[config.mk]
export PLATFORM = sky130hd
export DESIGN_NAME = lif_neuron_core
export DESIGN_NICKNAME = d
export VERILOG_FILES = /design/src/rtl/lif_neuron_core.sv
export SDC_FILE = /design/constraint.sdc
export NUM_CORES = 1
export LEC_CHECK = 0
export CAP_MARGIN = 25
export CELL_PAD_IN_SITES_DETAIL_PLACEMENT = 0
export CELL_PAD_IN_SITES_GLOBAL_PLACEMENT = 1
export CORE_ASPECT_RATIO = 1.4
export CORE_MARGIN = 2
export CORE_UTILIZATION = 25
export DETAILED_ROUTE_END_ITERATION = 12
export GPL_TIMING_DRIVEN = 0
export PLACE_DENSITY_LB_ADDON = 0.2
export RECOVER_POWER = 100
export SYNTH_ARGS = -nofsm -noshare
export SYNTH_HDL_FRONTEND = slang
export SYNTH_SLANG_ARGS = --single-unit
[constraint.sdc]
create_clock -name clk -period 14.3 [get_ports clk]
set_clock_uncertainty 0.2 [all_clocks]
set_input_delay 1.43 -clock clk [delete_from_list [all_inputs] [get_ports clk]]
set_output_delay 1.43 -clock clk [all_outputs]
set_load 0.05 [all_outputs]
[src/rtl/lif_neuron_core.sv]
`default_nettype none
// ============================================================================
// lif_neuron_core -- leaky integrate-and-fire neuron with refractory period
// Revision 1.0
// ============================================================================
module lif_neuron_core #(
  parameter logic signed [7:0] V_RESET = 8'sd0
) (
  input  logic              clk,
  input  logic              reset_n,
  input  logic signed [7:0] input_current,
  input  logic              current_valid,
  input  logic signed [7:0] threshold,
  input  logic [2:0]        decay,
  input  logic [3:0]        refractory_period,
  input  logic              count_clear,
  output logic signed [7:0] membrane_potential,
  output logic              spike_out,
  output logic              refractory,
  output logic [7:0]        spike_count
);

  typedef enum logic [1:0] {
    INTEGRATE  = 2'd0,
    FIRE       = 2'd1,
    REFRACTORY = 2'd2
  } state_t;

  localparam logic signed [9:0] c_SAT_MAX = 10'sd127;
  localparam logic signed [9:0] c_SAT_MIN = -10'sd128;

  state_t            r_state;
  logic signed [7:0] r_v;
  logic              r_spike;
  logic              r_refr;
  logic [7:0]        r_count;
  logic [3:0]        r_rcnt;

  logic signed [7:0] w_leak;
  logic signed [9:0] w_sum;
  logic signed [7:0] w_vsat;

  // Wide sum: v - leak + current spans -383..382, which fits in 10 bits.
  always_comb begin
    w_leak = (decay == 3'd0) ? 8'sd0 : (r_v >>> decay);
    w_sum  = $signed({{2{r_v[7]}}, r_v})
           - $signed({{2{w_leak[7]}}, w_leak})
           + $signed({{2{input_current[7]}}, input_current});
    if (w_sum > c_SAT_MAX)
      w_vsat = 8'sd127;
    else if (w_sum < c_SAT_MIN)
      w_vsat = -8'sd128;
    else
      w_vsat = w_sum[7:0];
  end

  always_ff @(posedge clk) begin
    if (!reset_n) begin
      r_state <= INTEGRATE;
      r_v     <= 8'sd0;
      r_spike <= 1'b0;
      r_refr  <= 1'b0;
      r_count <= 8'd0;
      r_rcnt  <= 4'd0;
    end else begin
      if (count_clear)
        r_count <= 8'd0;
      else if (r_state == FIRE && r_count != 8'hFF)
        r_count <= r_count + 8'd1;

      case (r_state)
        INTEGRATE: begin
          if (current_valid) begin
            r_v <= w_vsat;
            if (w_vsat >= threshold) begin
              r_state <= FIRE;
              r_spike <= 1'b1;
            end
          end
        end
        FIRE: begin
          // Any current_valid seen here is dropped and does not touch r_rcnt.
          r_spike <= 1'b0;
          r_v     <= V_RESET;
          r_rcnt  <= refractory_period;
          if (refractory_period == 4'd0) begin
            r_state <= INTEGRATE;
            r_refr  <= 1'b0;
          end else begin
            r_state <= REFRACTORY;
            r_refr  <= 1'b1;
          end
        end
        REFRACTORY: begin
          r_v <= V_RESET;
          if (current_valid) begin
            if (r_rcnt <= 4'd1) begin
              r_rcnt  <= 4'd0;
              r_state <= INTEGRATE;
              r_refr  <= 1'b0;
            end else begin
              r_rcnt <= r_rcnt - 4'd1;
            end
          end
        end
        default: begin
          r_state <= INTEGRATE;
          r_spike <= 1'b0;
          r_refr  <= 1'b0;
        end
      endcase
    end
  end

  assign membrane_potential = r_v;
  assign spike_out          = r_spike;
  assign refractory         = r_refr;
  assign spike_count        = r_count;

endmodule
`default_nettype wire

==> impl_metrics.csv <==
group,metric,value,unit
critical_path,crit_start,"decay[0]",
route,ant_nets,0,
global_route,grt_max_degree,13,
sta,setup_viol,0,
synthesis,synth_edf_count,0,
critical_path,critPathLaunchType,"input pin",
sta,layout_worst_path_cycle_share,0.482,
cts,postCtsSetupRepairBufs,0,
synthesis,ys_ff_latch,24,
global_route,grt_usage,0.130,
critical_path,r2r_end,"r_state[0]$_SDFFE_PN0P_",
route,drtIter0Drc,78,
global_route,grt_pass1_vias,2325,
place,hpwl,5540,um
sta,rsz0062_at_grt,"no",
hold_path,hold_start,"refractory$_SDFFE_PN0P_",
global_route,antenna_found_initial,0,
critical_path,r2r_cells,21,
critical_path,crit_fanout,10,
global_route,grt_overflow,0,
critical_path,critPathArrivalTime,6.89,ns
layout,antenna_cells,0,
sta,tightest_slew,0.853,ns
sta,max_slew_margin,0.428,
hold_path,hold_path_depth,2,
critical_path,path_class,"in2reg",
floorplan,die_area,10700,um2
hold_path,holdCritPathClass,"reg2reg",
global_route,use_met3,0.0102,
layout,fin_util,0.322,
synthesis,synth_top_cell_by_area,"dfxtp_1",
job,max-cap-violations,0,
layout,fin_nets,435,
global_route,grt_pass1_wl,11000,um
cts,cts_tree,"built",
cts,htreeDepth,1,
hold_path,min_to,"refractory$_SDFFE_PN0P_",
synthesis,syn-instance-count,327,
synthesis,synth_cell_types,52,
layout,layout-drive-gt1-share,0.0401,
cts,hold_buffers,0,
synthesis,synth.area.top_cells,"dfxtp_1, ha_1, inv_1",
cts,clockRootBuffer,"clkbuf_16",
synthesis,synthTopCellsByCount,"inv_1, o21ai_0, nand2_1, nor2_1, a21oi_1",
place,gp_congestion,0.777,
route,drt-vias-per-instance,4.69,
floorplan,rows,43,
route,dr.pass1.iters,4,
route,drc,0,
cts,cts_resized,0,
synthesis,syn_nets,386,
floorplan,die_x,88.2,um
synthesis,synth-warning-count,0,
global_route,grt_busiest_layer,"met2",
cts,path_clk_slew,0.06,ns
critical_path,crit_path_end_kind,"flip-flop",
run_status,status,"complete, no violations",
place,port_buffers,44,
cts,clock-sinks,24,
route,wl,6660,um
cts,cts-buffers-inserted,3,
critical_path,worstReg2RegStart,"membrane_potential[2]$_SDFFE_PN0P_",
sta,max_freq,145,MHz
synthesis,syn_area_per_cell,7.59,um2
synthesis,synth_top_area_share,0.194,
cts,insertion_delay,0.26,ns
layout,syn2layout_area_growth,27.1,%
synthesis,synth_ff_type,"dfxtp_1",
sta,finalMaxSlewViolations,0,
sta,hold_viol_final,0,
sta,holdWs,0.255,ns
route,route.vias.total,2386,
synthesis,syn-cell-area,2480,um2
synthesis,async_flop_share,0,
floorplan,coreArea,9790,um2
floorplan,ioPinCount,45,
synthesis,yosysMostFrequentCell,"inv_1",
sta,period_minus_slack,6.90,ns
floorplan,start_util,0.253,
synthesis,ys_seq_area_frac,0.194,
floorplan,die_h,122,um
route,wl_per_cell,13.1,um
global_route,grtUsageMet2,0.240,
cts,clock_path_buffers,2,
critical_path,rrSetupSlack,8.96,ns
sta,tns,0,ns
global_route,gr-usage-met1,0.151,
critical_path,worstPathRequired,14.29,ns
worst max-delay path by stage:
stage | end | slack (ns) | cells past startpoint
2_1_floorplan | r_state[0]$_SDFFE_PN0P_ | 8.67 | 21
3_3_place_gp | r_state[1]$_SDFFE_PN0P_ | 7.20 | 22
3_5_place_dp | r_state[1]$_SDFFE_PN0P_ | 7.18 | 21
4_1_cts | r_state[1]$_SDFFE_PN0P_ | 7.45 | 21
5_1_grt | r_state[1]$_SDFFE_PN0P_ | 6.97 | 21
6_report | r_state[1]$_SDFFE_PN0P_ | 7.40 | 21
metal layers:
| metal | up-vias | routed length, um | share of wire |
|---|---|---|---|
| met5 | - | 0 | 0 |
| li1 | 1237 | - | - |
| met2 | 41 | 3570 | 0.54 |
| met4 | 0 | 149 | 0.022 |
| met3 | 7 | 201 | 0.030 |
| met1 | 1101 | 2750 | 0.41 |
worst max-delay path: stages:
cell and delay (ns):
dlygate4sd3_1 0.67, clkbuf_1 0.35, o21ai_0 0.17, nand2_1 0.08, o21ai_0 0.07, o21ai_0 0.45
fa_1 0.54, ha_1 0.33, a211oi_1 0.42, o21ai_0 0.22, a41o_1 0.37, clkbuf_1 0.24
o21ai_0 0.12, a21oi_1 0.10, ha_1 0.30, nand2_1 0.05, o21ai_0 0.22, a21oi_1 0.14
o31a_1 0.32, nand3b_1 0.16, a21oi_1 0.15
metrics by stage:
step	area, um2	instances	setup slack, ns
global placement	3090	506	7.20
floorplan	2480	327	8.67
detailed placement	3090	506	7.18
finish	3150	509	7.40
global route	3150	509	6.97
CTS	3170	509	7.45
layout make-up:
class	count	area, um2
plain buffers	6	30.0
well taps	135	169
fillers	1093	6640
flip-flops and latches	24	480
inverters	52	195
clock buffers	3	75.1
multi-input cells	245	1760
repair buffers	44	440
cell usage in the layout (no fill, tap or decap), types with 3 or more instances in the layout:
master | synthesis | layout
nand2b_1 | 3 | 3
o21a_1 | 5 | 5
nand2_1 | 28 | 28
dlygate4sd3_1 | 0 | 21
fa_1 | 8 | 8
clkbuf_1 | 3 | 5
inv_1 | 52 | 52
xor2_1 | 3 | 3
clkbuf_16 | 0 | 3
ha_1 | 24 | 24
nor3_1 | 6 | 6
a21oi_1 | 26 | 26
a22oi_1 | 3 | 3
nor2b_1 | 3 | 3
dfxtp_1 | 24 | 24
a211oi_1 | 6 | 6
nand3_1 | 9 | 9
clkdlybuf4s50_1 | 0 | 23
nor2_1 | 28 | 28
o31ai_1 | 4 | 4
o211ai_1 | 8 | 8
o21ai_0 | 37 | 37
xnor2_1 | 7 | 7
and3_1 | 3 | 3
cells by family (layout without fill, tap and decap cells):
family | Yosys count | after routing | synth area share
mux | 2 | 2 | 0.00857
compound gates | 115 | 115 | 0.322
fa+ha+maj | 32 | 32 | 0.186
flops | 24 | 24 | 0.194
buf+inv | 58 | 105 | 0.0913
xor+xnor | 11 | 11 | 0.0464
simple gates | 85 | 85 | 0.152
flip-flops by register name, indices dropped and copies added (netlist names):
register            cells
refractory              1
r_rcnt                  4
membrane_potential      8
spike_out               1
spike_count             8
r_state                 2
Power is not shown: default switching activity piles up to over one toggle a cycle in this logic, so the estimate is an artifact.
